File: src/rtl/free_list_pkg.sv
// -----------------------------------------------------------------------------
// free_list_pkg
// Shared rename-path definitions for the physical-register free list.
//   PHYS_REG_SZ  : total physical registers
//   ARCH_REGS    : architectural registers (tags 0..ARCH_REGS-1 are mapped at reset)
//   FL_DEPTH     : free list capacity, must be a power of two
//   PHYS_REG_IDX : physical register tag
//   FL_PTR       : extended free-list pointer (index + wrap bit); the branch
//                  stack checkpoint packet stores one of these
// -----------------------------------------------------------------------------
package free_list_pkg;

    localparam int PHYS_REG_SZ = 64;
    localparam int ARCH_REGS   = 32;
    localparam int FL_DEPTH    = PHYS_REG_SZ - ARCH_REGS;
    localparam int FL_LOG      = $clog2(FL_DEPTH);
    localparam int PHYS_IDX_W  = $clog2(PHYS_REG_SZ);

    typedef logic [PHYS_IDX_W-1:0] PHYS_REG_IDX;
    typedef logic [FL_LOG:0]       FL_PTR;

    // Entry index addressed by an extended pointer (wrap bit dropped).
    function automatic logic [FL_LOG-1:0] fl_index(input FL_PTR p);
        return p[FL_LOG-1:0];
    endfunction

endpackage

File: src/rtl/free_list_lane_compact.sv
// -----------------------------------------------------------------------------
// free_list_lane_compact
// N-way valid-lane compaction. For every lane, offset_o gives the number of
// valid lanes below it, i.e. the slot the lane lands in when valid lanes are
// packed in lane order. count_o is the popcount of valid_i.
//   valid_i  : per-lane valid
//   offset_o : N packed offsets, lane i at [i*CW +: CW]
//   count_o  : number of valid lanes
// -----------------------------------------------------------------------------
module free_list_lane_compact #(
    parameter int N  = 3,
    parameter int CW = $clog2(N + 1)
) (
    input  logic [N-1:0]    valid_i,
    output logic [N*CW-1:0] offset_o,
    output logic [CW-1:0]   count_o
);

    logic [CW-1:0] acc;

    always_comb begin
        offset_o = '0;
        acc      = '0;
        for (int i = 0; i < N; i++) begin
            offset_o[i*CW +: CW] = acc;
            acc                  = acc + CW'(valid_i[i]);
        end
        count_o = acc;
    end

endmodule

File: src/rtl/free_list.sv
// -----------------------------------------------------------------------------
// free_list
// N-way circular free list of physical register tags for the rename path.
// Head supplies up to N tags per cycle to dispatch; tail reclaims up to N
// retired t_old tags per cycle. The extended head is exported for branch
// checkpoints and restored on mispredict.
//   clock, reset : clock, synchronous active-high reset
//   num_alloc    : tags consumed by dispatch this cycle (<= num_avail)
//   alloc_t      : lane i = entries[head+i], valid for i < num_avail
//   num_avail    : min(N, count), pre-update
//   free_valid   : per-lane retire-free enable
//   free_t       : retired tag per lane; tag 0 is never reclaimed
//   br_en        : mispredict recovery, head <= br_head
//   br_head      : checkpointed extended head
//   out_head     : extended head after this cycle's update
//   empty        : count == 0, pre-update
//   debug_*      : DEBUG builds only, raw state
// -----------------------------------------------------------------------------
module free_list
    import free_list_pkg::*;
#(
    parameter  int N  = 3,
    localparam int CW = $clog2(N + 1),
    localparam int TW = PHYS_IDX_W
) (
    input  logic              clock,
    input  logic              reset,
    input  logic [CW-1:0]     num_alloc,
    output logic [N*TW-1:0]   alloc_t,
    output logic [CW-1:0]     num_avail,
    input  logic [N-1:0]      free_valid,
    input  logic [N*TW-1:0]   free_t,
    input  logic              br_en,
    input  logic [FL_LOG:0]   br_head,
    output logic [FL_LOG:0]   out_head,
    output logic              empty
`ifdef DEBUG
    ,
    output logic [FL_DEPTH*TW-1:0] debug_entries,
    output logic [FL_LOG:0]        debug_head,
    output logic [FL_LOG:0]        debug_tail,
    output logic [FL_LOG:0]        debug_count
`endif
);

    PHYS_REG_IDX   entries_q [FL_DEPTH];
    FL_PTR         head_q, head_d;
    FL_PTR         tail_q, tail_d;
    FL_PTR         count;

    logic [N-1:0]    keep;
    logic [N*CW-1:0] wr_off;
    logic [CW-1:0]   free_cnt;

    // Extended-width subtraction keeps full (DEPTH) and empty (0) distinct.
    assign count = tail_q - head_q;
    assign empty = (count == '0);

    always_comb begin
        if (count >= FL_PTR'(N)) begin
            num_avail = CW'(N);
        end else begin
            num_avail = count[CW-1:0];
        end
    end

    // Tag 0 is the hardwired zero register and must never enter the list.
    always_comb begin
        keep = '0;
        for (int i = 0; i < N; i++) begin
            keep[i] = free_valid[i] && (free_t[i*TW +: TW] != '0);
        end
    end

    free_list_lane_compact #(
        .N  (N),
        .CW (CW)
    ) u_compact (
        .valid_i  (keep),
        .offset_o (wr_off),
        .count_o  (free_cnt)
    );

    // Combinational read at head; freed tags land in entries_q at the edge,
    // so there is no same-cycle bypass.
    for (genvar g = 0; g < N; g++) begin : g_alloc
        assign alloc_t[g*TW +: TW] = entries_q[fl_index(head_q + FL_PTR'(g))];
    end

    always_comb begin
        head_d = head_q + FL_PTR'(num_alloc);
        if (br_en) begin
            head_d = br_head;
        end
        tail_d = tail_q + FL_PTR'(free_cnt);
    end

    assign out_head = head_d;

    // Entries are never cleared on allocation, so a recovered head sees the
    // same tags it handed out after the checkpoint.
    always_ff @(posedge clock) begin
        if (reset) begin
            head_q <= '0;
            tail_q <= FL_PTR'(FL_DEPTH);
            for (int i = 0; i < FL_DEPTH; i++) begin
                entries_q[i] <= PHYS_REG_IDX'(ARCH_REGS + i);
            end
        end else begin
            head_q <= head_d;
            tail_q <= tail_d;
            for (int i = 0; i < N; i++) begin
                if (keep[i]) begin
                    entries_q[fl_index(tail_q + FL_PTR'(wr_off[i*CW +: CW]))] <= free_t[i*TW +: TW];
                end
            end
        end
    end

`ifdef DEBUG
    for (genvar g = 0; g < FL_DEPTH; g++) begin : g_dbg
        assign debug_entries[g*TW +: TW] = entries_q[g];
    end
    assign debug_head  = head_q;
    assign debug_tail  = tail_q;
    assign debug_count = count;
`endif

`ifndef DC
    FL_PTR br_dist;
    int    count_next;

    // br_head must lie in [tail-DEPTH, head]: distance back from head bounded
    // by the slots that are not currently free.
    assign br_dist = head_q - br_head;

    always_comb begin
        if (br_en) begin
            count_next = int'(count) + int'(br_dist) + int'(free_cnt);
        end else begin
            count_next = int'(count) + int'(free_cnt) - int'(num_alloc);
        end
    end

    always_ff @(posedge clock) begin
        if (!reset) begin
            if (!br_en) begin
                assert (num_alloc <= num_avail)
                    else $error("free_list: num_alloc %0d exceeds num_avail %0d", num_alloc, num_avail);
            end else begin
                assert (int'(br_dist) <= FL_DEPTH - int'(count))
                    else $error("free_list: br_head %0d outside live window", br_head);
            end
            assert (count_next <= FL_DEPTH)
                else $error("free_list: overflow, next count %0d", count_next);
        end
    end
`endif

endmodule
File: config.mk
export PLATFORM = sky130hd
export DESIGN_NAME = free_list
export DESIGN_NICKNAME = d
export VERILOG_FILES = /design/src/rtl/free_list_pkg.sv /design/src/rtl/free_list_lane_compact.sv /design/src/rtl/free_list.sv
export SDC_FILE = /design/constraint.sdc
export NUM_CORES = 1
export LEC_CHECK = 0
export CELL_PAD_IN_SITES_DETAIL_PLACEMENT = 1
export CELL_PAD_IN_SITES_GLOBAL_PLACEMENT = 1
export CORE_ASPECT_RATIO = 0.5
export CORE_UTILIZATION = 40
export DETAILED_ROUTE_END_ITERATION = 8
export GPL_ROUTABILITY_DRIVEN = 0
export MAX_ROUTING_LAYER = met4
export PLACE_DENSITY = 0.66
export SLEW_MARGIN = 20
export SYNTH_ARGS = -nofsm -noshare
export SYNTH_HDL_FRONTEND = slang
export SYNTH_SLANG_ARGS = --single-unit
File: constraint.sdc
create_clock -name clock -period 6.8 [get_ports clock]
set_input_delay 1.36 -clock clock [delete_from_list [all_inputs] [get_ports clock]]
set_output_delay 1.36 -clock clock [all_outputs]
set_load 0.02 [all_outputs]
==> results of run 1 <==
[layer usage]
metal  track usage  up-vias  share of wire
met2         0.551     1924           0.38
met5             -        -              0
met4         0.144        0          0.049
li1              -     7116              -
met1         0.544     9427           0.36
met3         0.253      404           0.20
[worst max-delay path, stage by stage]
cell             delay [ps]
clkdlybuf4s50_1         500
nor2_1                  490
nand2_1                 180
and2_1                  240
ha_1                    310
ha_1                    220
ha_1                    220
a21o_1                  250
xnor2_1                 600
nand2_1                 410
or3_1                   620
o2111ai_1               480
[layout make-up]
class / count / area [sq um] / area share
clock buffer: 25 / 626 / 0.0300
multi-input combinational: 1325 / 11800 / 0.566
tap: 627 / 785 / 0.0376
antenna: 11 / 27.5 / 0.00132
sequential: 204 / 6010 / 0.288
inverter: 34 / 128 / 0.00612
timing repair buffer: 153 / 1320 / 0.0633
clock inverter: 18 / 151 / 0.00726
[cells in the final DEF, fill, tap and decap left out, types with 35 or more instances in the layout]
cell             instances
mux2i_1                104
o21ai_0                 35
mux4_2                 153
clkdlybuf4s50_1         57
edfxtp_1               192
mux2_2                  97
nor3_1                  74
nor2_1                 102
o22ai_1                 66
nand2_1                119
nand3_1                 80
buf_4                   93
a31oi_1                 46
[final timing paths]
| path | start | end | slack, ps | depth (start not counted) |
|---|---|---|---|---|
| setup / recovery | free_t[11] | entries_q[23][5] | 1080 | 12 |
| hold / removal | tail_q[5] | tail_q[5] | 550 | 2 |
| setup reg to reg | tail_q[1] | entries_q[23][5] | 2370 | 9 |
| hold reg to reg | tail_q[5] | tail_q[5] | 550 | 2 |
[state kept, by name, indices dropped and copies added, names as in the netlist]
| signal | flops |
|---|---|
| head_q | 6 |
| entries_q | 192 |
| tail_q | 6 |
[Yosys cell counts (13+ instances only)]
cell type  count
edfxtp_1     192
mux4_2       153
clkbuf_1     132
nand2_1      119
mux2i_1      104
nor2_1       104
mux2_2        97
nand3_1       80
nor3_1        74
o22ai_1       68
a31oi_1       46
o21ai_0       36
a21oi_1       34
o211ai_1      34
buf_2         33
inv_1         33
a211oi_1      31
a2111oi_0     24
a2bb2oi_1     20
a22oi_1       18
ha_1          17
o2111ai_1     16
a32oi_1       13
and2_1        13
nand2b_1      13
o32ai_1       13
[kinds of logic (layout without fill, tap and decap cells)]
logic type / after synthesis / in the layout / synth area share
AND/OR/NAND/NOR: 491 / 491 / 0.133
AO/OA/AOI/OAI: 441 / 441 / 0.173
multiplexers: 355 / 355 / 0.301
buffers and inverters: 210 / 230 / 0.0447
flip-flops: 204 / 204 / 0.324
adder cells (fa/ha/maj): 21 / 21 / 0.0158
XOR/XNOR: 17 / 17 / 0.00803
other: 0 / 11 / 0
[through the flow]
stage / setup slack (ps) / util
final: 1080 / 0.459
after global routing: 1040 / 0.459
after CTS: 1260 / 0.457
after detailed placement: 841 / 0.440
after global placement: 884 / 0.440
after floorplan: 1480 / -
[power breakdown]
group          switching, W  leakage [nW]  internal, W
sequential         0.000109          1.70      0.00145
clock              0.000612         0.377     0.000746
combinational       0.00111          4.18     0.000538
total               0.00183          6.25      0.00273
==> flow_metrics.tcl, run 1 <==
set metrics [dict create \
    violations "DRC" \
    setup_tns_ps 0 \
    nets 1795 \
    htree_levels 1 \
    yosysWarnings 0 \
    synth_top_cell_area_share 0.311 \
    die_area_sq_mm 0.0473 \
    hold_viol 0 \
    fin_crit_ps 5720 \
    synth_cell_types 88 \
    rsz0062_at_grt "no" \
    whs_ps 549 \
    synth.area.top_cells "edfxtp_1, mux4_2, mux2_2" \
    drt-initial-drc-count 3400 \
    p_leak_nw 6.25 \
    slew_viol_final 0 \
    cts.hold.buffers_added 0 \
    layout-drive-gt1-share 0.247 \
    avgViaCountPerCell 7.87 \
    core_area_sq_mm 0.0455 \
    cp.arrival_ps 5890 \
    grt_pass1_vias 17929 \
    cts.sinks 204 \
    grt_antenna_before_repair 8 \
    die_h_microns 154 \
    hp-class "register to register" \
    synth_edf_count 192 \
    ys_seq_area_frac 0.324 \
    tightest_slew_ps 1180 \
    clk_pin_slew_ps 70 \
    dr.pass1.iters 9 \
    synth-main-ff-cell "edfxtp_1" \
    clk_latency_ps 560 \
    finalPower_w 0.00457 \
    vias 18871 \
    place_area_sq_mm 0.0200 \
    cp_max_fo 8 \
    final_cells 2397 \
    grt_max_degree 145 \
    skew_ps 21.3 \
    grt_usage 0.428 \
    num_rows 55 \
    drc_errors 1 \
    final_cell_area_sq_mm 0.0209 \
    slew_headroom 0.215 \
    finalSetupViolations 0 \
    drt-total-wl_mm 99.6 \
    dpl.cell_count 2342 \
    synth_area_per_cell_sq_um 10.7 \
    max_freq_mhz 175 \
    layout-area-overhead-vs-synth_pct 12.5 \
    yosys.area.top_type "edfxtp_1" \
    cts_made_buffers 24 \
    yosys_register_bits 204 \
    io_pins 59 \
    ir_worst_vdd_mv 0.159 \
    grt_pass1_wl_mm 139 \
    drtAntennaViolNets 0 \
    cts_buffer_depth 3 \
    status "finished, violations left" \
    root_buffer "clkbuf_16" \
    end_kind "register" \
    crit_path_start_kind "input pin" \
    power_density_mw_per_mm2 219 \
    syn_nets 1792 \
    period_share 0.841 \
    die_x_microns 307 \
    io_buffers 58 \
    syn_inst 1739 \
    synth_area_sq_mm 0.0185 \
    nFillCells 4912 \
    cts_resized 0 \
    gr-total-overflow 0 \
    cp.required_ps 6970 \
    post_cts_buffers 0 \
    cap_violations 0 \
    initial_core_util 0.408 \
    critPathKind "input pin to register" \
    async_flop_share 0 \
    dpl.hpwl_mm 72.1 \
    cts_tree "done" \
    wl_per_cell_microns 41.6 \
]
(Power assumes the default switching activity.)
==> inputs of run 2 (changes only) <==
--- a/config.mk
+++ b/config.mk
@@ -12,7 +12,7 @@
 export DETAILED_ROUTE_END_ITERATION = 8
 export GPL_ROUTABILITY_DRIVEN = 0
 export MAX_ROUTING_LAYER = met4
-export PLACE_DENSITY = 0.66
+export PLACE_DENSITY = 0.68
 export SLEW_MARGIN = 20
 export SYNTH_ARGS = -nofsm -noshare
 export SYNTH_HDL_FRONTEND = slang
==> constraint.sdc (replaced) <==
create_clock -name clock -period 5 [get_ports clock]
set_input_delay 1 -clock clock [delete_from_list [all_inputs] [get_ports clock]]
set_output_delay 1 -clock clock [all_outputs]
set_load 0.02 [all_outputs]
==> flow_metrics.tcl, run 2 (synthesized netlist as in run 1, its figures left out) <==
set metrics [dict create \
    drt-total-wl_mm 97.5 \
    cp_top_family "buffers and inverters" \
    finalSetupViolations 0 \
    cap_violations 0 \
    avgViaCountPerCell 7.65 \
    p_leak_nw 6.60 \
    hold_viol 0 \
    die_h_microns 154 \
    slowest_stage "dfxtp_1" \
    die_x_microns 307 \
    slew_viol_final 0 \
    grt_usage 0.419 \
    die_area_sq_mm 0.0473 \
    final_cell_mix "edfxtp_1, buf_4, mux4_2" \
    grt_pass1_wl_mm 137 \
    initial_core_util 0.408 \
    cpPeakStageDelay_ps 740 \
    tightest_slew_ps 1130 \
    io_pins 59 \
    regMostFlops "entries_q" \
    status "finished clean" \
    drc_errors 0 \
    core_area_sq_mm 0.0455 \
    setup_tns_ps 0 \
    clk_latency_ps 560 \
    htree_levels 1 \
    cp.required_ps 4000 \
    grt_antenna_before_repair 11 \
    skew_ps 22.9 \
    cts_resized 0 \
    reg_top3 "entries_q (192), head_q (6), tail_q (6)" \
    critPathKind "register to output pin" \
    num_rows 55 \
    wl_per_cell_microns 39.6 \
    grt_max_degree 75 \
    max_freq_mhz 210 \
    path_cells "inv_1, ha_1, o21ai_0, a2111oi_0, o32ai_1, or2_2, clkdlybuf4s50_1" \
    slew_headroom 0.244 \
    root_buffer "clkbuf_16" \
    hp-class "register to register" \
    layout-area-overhead-vs-synth_pct 15.5 \
    cts_made_buffers 23 \
    clk_pin_slew_ps 70 \
    critPathBufInv 2 \
    dr.pass1.iters 7 \
    power_density_mw_per_mm2 300 \
    cp_max_fo 17 \
    cts_tree "done" \
    drt-initial-drc-count 4005 \
    dpl.hpwl_mm 72.3 \
    final_common_cell "edfxtp_1" \
    end_kind "output pin" \
    drtAntennaViolNets 0 \
    vias 18835 \
    grt_pass1_vias 18359 \
    cp.arrival_ps 3760 \
    fin_crit_ps 4760 \
    layout-drive-gt1-share 0.273 \
    ir_worst_vdd_mv 0.294 \
    nets 1859 \
    gr-total-overflow 0 \
    cts_buffer_depth 3 \
    period_share 0.952 \
    crit_path_start_kind "register" \
    final_cell_area_sq_mm 0.0214 \
    cts.hold.buffers_added 0 \
    place_area_sq_mm 0.0205 \
    largest_reg_flops 192 \
    io_buffers 58 \
    cts.sinks 204 \
    post_cts_buffers 0 \
]
run 2: cell count changes in the layout (fill, tap and decap cells not counted), moves of 2 or more:
cell	delta
a211oi_1	+2
a211oi_2	-2
buf_12	+4
buf_4	+62
bufinv_16	+5
clkbuf_1	+5
clkbuf_16	-2
clkinv_1	-5
run 2: final cells by class:
class                   instances  area (sq um)
multi-input cells            1325         11800
clock buffers                  28           594
inverters                      34           128
diodes                         11          27.5
clock inverters                14           253
flip-flops and latches        204          6010
fillers                      4899         24100
repair buffers                218          1840
well taps                     627           785
run 2: worst reg2reg max path, cell delays in order (launching register included):
cell       delay, ps
dfxtp_1          750
buf_4            440
xnor2_1          210
inv_1             70
ha_1             190
a21o_1           180
buf_4            160
a41oi_1          570
a21oi_1           90
buf_4            220
nand2_1          110
o2111ai_1        460
run 2: final timing paths:
check / from / endpoint / slack (ps) / depth (start not counted)
min: tail_q[5] / tail_q[5] / 520 / 2
max reg2reg: tail_q[1] / entries_q[8][5] / 1130 / 11
max: head_q[2] / num_avail[0] / 240 / 7
min reg2reg: tail_q[5] / tail_q[5] / 520 / 2
run 2: through the flow:
stage	util	total power (W)	worst slack [ps]	cells	hold slack, ps
finish	0.471	0.00642	240	2461	524
global route	0.471	0.00647	-4.66	2461	563
CTS	0.470	0.00625	204	2450	529
detailed placement	0.452	0.00430	-138	2408	514
global placement	0.452	0.00424	-0.931	2408	501
floorplan	-	0.00329	36.9	1739	485
run 2: power breakdown:
group / switching, W / internal (W)
Clock: 0.000781 / 0.00121
Sequential: 0.000135 / 0.00197
Combinational: 0.00153 / 0.000790
run 2: metal layers:
metal / share of wire / track usage / vias up
li1: - / - / 7232
met1: 0.36 / 0.524 / 9308
met2: 0.39 / 0.553 / 1890
met3: 0.20 / 0.242 / 405
met4: 0.050 / 0.150 / 0
met5: 0 / - / -
